===== src/rtl/mem_arbiter.sv =====
// mem_arbiter: shares one DRAM port between the I-cache refill and D-cache paths.
// Ports: clk, rst_n, I side (i_oe/i_addr -> i_rdata/i_valid), D side
// (d_oe/d_we/d_addr/d_wdata -> d_rdata/d_valid), DRAM side (m_oe/m_we/m_addr/
// m_wdata -> m_rdata/m_valid), busy. Optional macro MEM_ARBITER_STAT_EN adds
// grant and wait counters arb_cnt_i, arb_cnt_d, arb_cnt_wait.
module mem_arbiter #(
    parameter int unsigned MEM_SCALE = 27,
    parameter int unsigned ARB_MODE  = 0
) (
    input  logic                 clk,
    input  logic                 rst_n,
    input  logic                 i_oe,
    input  logic [MEM_SCALE-1:0] i_addr,
    output logic [31:0]          i_rdata,
    output logic                 i_valid,
    input  logic                 d_oe,
    input  logic                 d_we,
    input  logic [MEM_SCALE-1:0] d_addr,
    input  logic [31:0]          d_wdata,
    output logic [31:0]          d_rdata,
    output logic                 d_valid,
    output logic                 m_oe,
    output logic                 m_we,
    output logic [MEM_SCALE-1:0] m_addr,
    output logic [31:0]          m_wdata,
    input  logic [31:0]          m_rdata,
    input  logic                 m_valid,
    output logic                 busy
`ifdef MEM_ARBITER_STAT_EN
    ,
    output logic [31:0]          arb_cnt_i,
    output logic [31:0]          arb_cnt_d,
    output logic [31:0]          arb_cnt_wait
`endif
);

    typedef enum logic {
        IDLE,
        WAIT
    } state_e;

    localparam logic SIDE_I = 1'b0;
    localparam logic SIDE_D = 1'b1;

    state_e                 state_q;
    logic                   owner_q;
    logic                   last_q;

    logic                   i_pend_q;
    logic [MEM_SCALE-1:0]   i_addr_q;

    logic                   d_pend_q;
    logic                   d_we_q;
    logic [MEM_SCALE-1:0]   d_addr_q;
    logic [31:0]            d_wdata_q;

    logic                   m_oe_q;
    logic                   m_we_q;
    logic [MEM_SCALE-1:0]   m_addr_q;
    logic [31:0]            m_wdata_q;
    logic                   busy_q;

    logic                   in_wait;
    logic                   done;
    logic                   done_i;
    logic                   done_d;
    logic                   arb_en;
    logic                   cap_i;
    logic                   cap_d;
    logic                   cand_i;
    logic                   cand_d;
    logic                   tie;
    logic                   grant;
    logic                   pick_d;
    logic                   last_d;

    logic [MEM_SCALE-1:0]   i_addr_sel;
    logic                   d_we_sel;
    logic [MEM_SCALE-1:0]   d_addr_sel;
    logic [31:0]            d_wdata_sel;

    logic                   m_we_d;
    logic [MEM_SCALE-1:0]   m_addr_d;
    logic [31:0]            m_wdata_d;

    assign in_wait = (state_q == WAIT);
    assign done    = in_wait & m_valid;
    assign done_i  = done & (owner_q == SIDE_I);
    assign done_d  = done & (owner_q == SIDE_D);

    // Arbitration runs in IDLE and also in the completion cycle, so the
    // next DRAM request can go out the cycle right after m_valid.
    assign arb_en  = ~in_wait | done;

    // A side holding a request (pending or in service) ignores new oe pulses.
    assign cap_i   = i_oe & ~i_pend_q;
    assign cap_d   = d_oe & ~d_pend_q;

    // The completing owner drops out; a fresh oe is eligible immediately.
    assign cand_i  = arb_en & (i_pend_q ? ~done_i : i_oe);
    assign cand_d  = arb_en & (d_pend_q ? ~done_d : d_oe);
    assign tie     = cand_i & cand_d;
    assign grant   = cand_i | cand_d;

    assign i_addr_sel  = i_pend_q ? i_addr_q  : i_addr;
    assign d_we_sel    = d_pend_q ? d_we_q    : d_we;
    assign d_addr_sel  = d_pend_q ? d_addr_q  : d_addr;
    assign d_wdata_sel = d_pend_q ? d_wdata_q : d_wdata;

    // Only genuine ties move the round-robin pointer.
    always_comb begin
        pick_d = cand_d;
        last_d = last_q;
        if (tie) begin
            pick_d = (ARB_MODE != 0) || (last_q == SIDE_I);
            if (ARB_MODE == 0) begin
                last_d = pick_d;
            end
        end
    end

    always_comb begin
        m_we_d    = 1'b0;
        m_addr_d  = i_addr_sel;
        m_wdata_d = '0;
        if (pick_d) begin
            m_we_d    = d_we_sel;
            m_addr_d  = d_addr_sel;
            m_wdata_d = d_wdata_sel;
        end
    end

    always_ff @(posedge clk) begin
        if (!rst_n) begin
            state_q   <= IDLE;
            owner_q   <= SIDE_I;
            last_q    <= SIDE_D;
            i_pend_q  <= 1'b0;
            i_addr_q  <= '0;
            d_pend_q  <= 1'b0;
            d_we_q    <= 1'b0;
            d_addr_q  <= '0;
            d_wdata_q <= '0;
            m_oe_q    <= 1'b0;
            m_we_q    <= 1'b0;
            m_addr_q  <= '0;
            m_wdata_q <= '0;
            busy_q    <= 1'b0;
        end else begin
            if (cap_i) begin
                i_pend_q <= 1'b1;
                i_addr_q <= i_addr;
            end else if (done_i) begin
                i_pend_q <= 1'b0;
            end

            if (cap_d) begin
                d_pend_q  <= 1'b1;
                d_we_q    <= d_we;
                d_addr_q  <= d_addr;
                d_wdata_q <= d_wdata;
            end else if (done_d) begin
                d_pend_q <= 1'b0;
            end

            m_oe_q <= grant;

            unique case (state_q)
                IDLE: begin
                    if (grant) begin
                        state_q <= WAIT;
                        busy_q  <= 1'b1;
                    end
                end
                WAIT: begin
                    if (m_valid && !grant) begin
                        state_q <= IDLE;
                        busy_q  <= 1'b0;
                    end
                end
                default: begin
                    state_q <= IDLE;
                    busy_q  <= 1'b0;
                end
            endcase

            if (grant) begin
                owner_q   <= pick_d;
                last_q    <= last_d;
                m_we_q    <= m_we_d;
                m_addr_q  <= m_addr_d;
                m_wdata_q <= m_wdata_d;
            end
        end
    end

    assign m_oe    = m_oe_q;
    assign m_we    = m_we_q;
    assign m_addr  = m_addr_q;
    assign m_wdata = m_wdata_q;
    assign busy    = busy_q;

    // A stray m_valid in IDLE never reaches a requester.
    assign i_valid = done_i;
    assign d_valid = done_d;
    assign i_rdata = m_rdata;
    assign d_rdata = m_rdata;

`ifdef MEM_ARBITER_STAT_EN
    logic        grant_i;
    logic        grant_d;
    logic        wait_i;
    logic        wait_d;
    logic [31:0] cnt_i_q;
    logic [31:0] cnt_d_q;
    logic [31:0] cnt_wait_q;

    assign grant_i = grant & ~pick_d;
    assign grant_d = grant & pick_d;

    // Waiting means holding a request that is neither in service nor
    // being granted this cycle.
    assign wait_i = i_pend_q & ~(in_wait & (owner_q == SIDE_I)) & ~grant_i;
    assign wait_d = d_pend_q & ~(in_wait & (owner_q == SIDE_D)) & ~grant_d;

    always_ff @(posedge clk) begin
        if (!rst_n) begin
            cnt_i_q    <= '0;
            cnt_d_q    <= '0;
            cnt_wait_q <= '0;
        end else begin
            cnt_i_q    <= cnt_i_q + 32'(grant_i);
            cnt_d_q    <= cnt_d_q + 32'(grant_d);
            cnt_wait_q <= cnt_wait_q + 32'(wait_i) + 32'(wait_d);
        end
    end

    assign arb_cnt_i    = cnt_i_q;
    assign arb_cnt_d    = cnt_d_q;
    assign arb_cnt_wait = cnt_wait_q;
`endif

endmodule


===== config.mk =====
export PLATFORM = sky130hd
export DESIGN_NAME = mem_arbiter
export DESIGN_NICKNAME = d
export VERILOG_FILES = /design/src/rtl/mem_arbiter.sv
export SDC_FILE = /design/constraint.sdc
export NUM_CORES = 1
export LEC_CHECK = 0
export CAP_MARGIN = 20
export CORE_ASPECT_RATIO = 1.5
export CORE_MARGIN = 2
export CORE_UTILIZATION = 40
export DETAILED_ROUTE_END_ITERATION = 16
export HOLD_SLACK_MARGIN = 0.06
export PLACE_DENSITY = 0.83
export SKIP_CTS_REPAIR_TIMING = 1
export SYNTH_ARGS = -nofsm -noshare
export SYNTH_HDL_FRONTEND = slang
export SYNTH_SLANG_ARGS = --single-unit

===== constraint.sdc =====
create_clock -name clk -period 1.65 [get_ports clk]
set_input_delay 0.495 -clock clk [delete_from_list [all_inputs] [get_ports clk]]
set_output_delay 0.495 -clock clk [all_outputs]
set_load 0.005 [all_outputs]

## After elaboration in Yosys (flattened, before gate mapping)

Cells that the tools add are included.
W data, S select, Z words.

| cells by class | value |
|---|---|
| multiplexer cells | 20 |
| reduce and logical (&&, ||, !) cells | 6 |
| bitwise logic cells | 17 |
| equality and inequality tests | 2 |

Operators with widths:

| kind | number |
|---|---|
| $mux W27 | 3 |
| $mux W32 | 2 |
| $mux W1 | 13 |
| $and A1 B1 Y1 | 8 |
| $not A1 Y1 | 7 |
| $pmux W1 S2 | 2 |
| $reduce_and A2 Y1 | 2 |
| $reduce_bool A2 Y1 | 2 |
| $ne A2 B1 Y1 const B | 1 |
| $ne A2 B2 Y1 const B | 1 |
| $or A1 B1 Y1 | 2 |
| $logic_and A1 B1 Y1 | 1 |
| $logic_not A1 Y1 | 1 |

| storage, ports and cells | value |
|---|---|
| register bits after elaboration | 154 |
| word-level logic and storage cells | 59 |
| output and inout port bits | 128 |
| bits of input ports | 124 |

## Logic depth before layout (Yosys ltp)

| depth | value |
|---|---|
| depth after elaboration | 10 |
| mapped depth | 7 |
| mapped depth without buffers | 4 |

## Least setup slack after synthesis

OpenSTA, ideal clock, no wires.

| timing | value |
|---|---|
| path type | input -> register |
| from | input i_oe |
| to | register m_wdata_q[22] (netlist: m_wdata[22]) |
| setup slack | -0.118 ns |
| path buffers | 2 |
| arrival | 1.697 ns |
| setup time | 0.070 ns |
| cell stages on the path | 6 |
| required time | 1.580 ns |
| cell sequence | or2_1 -> clkbuf_1 -> and3_1 -> nor3_2 -> clkbuf_1 -> o2bb2ai_1 |

| between the ends | value |
|---|---|
| longest elaborated chain between the ends | 5 |
| elaborated cells between the ends (all ways) | 6 |
| those cells by class | mux (3); bitwise (3) |

RTL lines:

| what | RTL line | source |
|---|---|---|
| start, declared | 12 | `input logic i_oe,` |
| $mux W1 (*) | 100 | `assign cand_i = arb_en & (i_pend_q ? ~done_i : i_oe);` |
| $and A1 B1 Y1 (*) | 100 |  |
| $and A1 B1 Y1 | 102 | `assign tie = cand_i & cand_d;` |
| $mux W1 | 114 | `if (tie) begin` |
| $mux W32 | 126 | `if (pick_d) begin` |
| end signal, assigned | 192 | `m_wdata_q <= m_wdata_d;` |
| end, declared | 60 | `logic [31:0] m_wdata_q;` |

Mark *: on every way between the ends. The rest lies on a longest branch, timed or not.
A chain may end at the register's enable or synchronous reset.

## Worst setup path after layout

| timing | value |
|---|---|
| from | register state_q (netlist: in_wait) |
| to | register m_addr_q[21] (netlist: m_addr[21]) |

| between the ends | value |
|---|---|
| longest elaborated chain between the ends | 8 |
| elaborated cells between the ends (all ways) | 15 |
| those cells by class | mux (4); bitwise (11) |

RTL lines:

| what | RTL line | source |
|---|---|---|
| start, declared | 45 | `state_e state_q;` |
| start signal, assigned | 135 | `state_q <= IDLE;` |
| start signal, assigned | 171 | `state_q <= WAIT;` |
| start signal, assigned | 177 | `state_q <= IDLE;` |
| $and A1 B1 Y1 | 87 | `assign done = in_wait & m_valid;` |
| $and A1 B1 Y1 (on tied branches) | 88, 89 |  |
| $not A1 Y1 (on tied branches) | 100, 101 |  |
| $mux W1 (on tied branches) | 100, 101 |  |
| $and A1 B1 Y1 (on tied branches) | 100, 101 |  |
| $and A1 B1 Y1 | 102 |  |
| $mux W1 | 114 |  |
| $mux W27 | 126 |  |
| end signal, assigned | 191 | `m_addr_q <= m_addr_d;` |
| end, declared | 59 | `logic [MEM_SCALE-1:0] m_addr_q;` |

Parallel ways exist; a longest one is shown, timed or not.

==> qor.yml <==
status: "finished, violations left"
failed_checks: "setup timing"
vias: 6355
drtIter0Drc: 461
drtPass1Iterations: 5
routed_wl_mm: 22.7
synthTopCellsByCount: "177 x nand2_1, 154 x dfxtp_1, 89 x a21oi_1, 65 x buf_4, 60 x mux2i_1"
finalHoldViolCount: 0
cts_tree: "built"
hp-class: "register to register"
nets: 1024
synth_flop_cell: "dfxtp_1"
syn-instance-count: 782
core-area_sq_um: 17100
gp_congestion: 0.822
p_leak_uw: 0.00473
vdd_drop_max_mv: 0.621
ff_latch_area_sq_um: 3130
worst-path-max-fanout: 7
num_rows: 59
synth-warning-count: 0
ys_ff_latch: 154
start_util: 0.405
grt_pass1_wl_mm: 31.5
synth_area_leaders: "dfxtp_1 44%, nand2_1 9.6%, mux2i_1 8.7%"
stdcell_area_sq_um: 9970
synth_top_area_frac: 0.445
path_class: "register to register"
cp-start-kind: "register"
wire_per_inst_um: 20.2
antenna_found_initial: 2
cts-root-buf: "clkbuf_16"
slew_headroom: 0.706
synth_most_common_cell: "nand2_1"
worstPathRequired_ns: 1.95
gr-total-overflow: 0
setup_ws_ns: -0.146
clkTransAtPathRegs_ns: 0.06
multiInputGateArea_sq_um: 3420
area_delta_synth_final_pct: 43.9
portBuffers: 155
viasPerCell: 5.63
syn_area_sq_um: 6930
dp_slack_ns: -0.825
synth.largest_area_cell: "dfxtp_1"
grt_pass1_vias: 6160
dpl.hpwl_mm: 14.1
syn_area_per_cell_sq_um: 8.86
max_freq_mhz: 557
syn_nets: 906
ios: 252
finalNonFillerCells: 1128
numCtsBuffers: 17
worstMarginPinSlew_ns: 0.441
report.final.setup_viol: 65
drc: 0
post-route-period-util: 1.09
clockBufferDepth: 2
track_usage: 0.216
cts_sinks: 154
min_period_ns: 1.80
place_inst: 1079
grt_max_degree: 38
fin_hold_ws_ns: 0.446
end_kind: "register"
report.final.slew_viol_count: 0
cap_viol_max_count: 0
arrival_ns: 2.10
synthArstFlopShare: 0
finClkSkew_ns: 0.00842
yosysUniqueCellTypes: 37
fillerInstances: 1399
synth-edff-count: 0
die_area_sq_um: 18400
power.density_nw_per_um2: 1050
die_height_um: 165
seq_area_frac_synth: 0.445
rsz0062_at_grt: "true"
fp.dieW_um: 111
postPlaceCellArea_sq_um: 8580
layout-drive-gt1-share: 0.232
antenna_left: 0
clock_latency_ns: 0.42
htree_num_levels: 4
## final timing paths
path,start,end,slack (ns),depth (start not counted)
max,in_wait$_SDFF_PN0_,m_addr[21]$_SDFFE_PN0P_,-0.15,5
min,m_wdata[19]$_SDFFE_PN0P_,m_wdata[19]$_SDFFE_PN0P_,0.45,1
max reg2reg,in_wait$_SDFF_PN0_,m_addr[21]$_SDFFE_PN0P_,-0.15,5
min reg2reg,m_wdata[19]$_SDFFE_PN0P_,m_wdata[19]$_SDFFE_PN0P_,0.45,1
## power by group
| group | internal [uW] | total, uW | switching (uW) | leakage (uW) |
|---|---|---|---|---|
| combinational | 1040 | 2050 | 1010 | 0.00315 |
| sequential | 4000 | 4180 | 175 | 0.00128 |
| clock | 2590 | 4230 | 1630 | 0.000305 |
## layer usage
metal	GRT usage	vias up	part of all wire
li1	-	2928	-
met1	0.236	3054	0.36
met2	0.379	266	0.53
met3	0.0307	107	0.052
met4	0.165	0	0.063
met5	0	-	0
## through the flow
step           TNS [ns]   util  power (uW)
3_5_place_dp     -59.23  0.501        5990
5_1_grt           -6.73  0.582       10800
2_1_floorplan    -0.286      -        5180
3_3_place_gp     -55.30  0.501        5940
6_report          -4.03  0.582       10500
4_1_cts          -26.98  0.538       10200
## cell usage in the layout, fill, tap and decap left out, types with 3 or more instances in the layout
cell / count
o311ai_2: 16
nand3_1: 28
inv_6: 3
dfxtp_1: 122
bufinv_16: 4
dfxtp_2: 30
mux2i_1: 60
clkdlybuf4s50_1: 89
a21oi_1: 89
o311ai_1: 7
o311ai_4: 3
mux2_2: 27
buf_12: 10
clkbuf_16: 22
o2bb2ai_1: 23
nand2_1: 177
o2bb2ai_2: 10
mux2_4: 4
buf_6: 10
dlymetal6s2s_1: 64
nand4_1: 26
buf_4: 46
## cells by family (layout without fill, tap and decap cells)
logic type	count (synthesis)	count (layout)	synth area share
compound gates	159	159	0.156
buf+inv	132	260	0.110
flops	154	154	0.445
mux	88	91	0.133
other cells	0	2	0
simple gates	249	249	0.157
## state kept, by name, indices dropped and copies added, names as in the netlist, 27 cells and up
| signal | count |
|---|---|
| d_addr_q | 27 |
| m_wdata | 32 |
| i_addr_q | 27 |
| d_wdata_q | 32 |
| m_addr | 27 |
## critical path, stage by stage (launching register included)
cell,delay (ns)
dfxtp_2,0.34
buf_6,0.11
nor2b_4,0.12
a311o_2,0.42
mux2_4,0.42
o311ai_2,0.28
## layout make-up
class,instances,share of cell area
multi-input cells,499,0.343
inverters,1,0.000627
clock inverters,13,0.0191
flip-flops and latches,154,0.314
well taps,213,0.0267
diodes,2,0.000502
repair buffers,227,0.252
clock buffers,19,0.0444
Note: power is estimated with default switching activity, not from simulation.
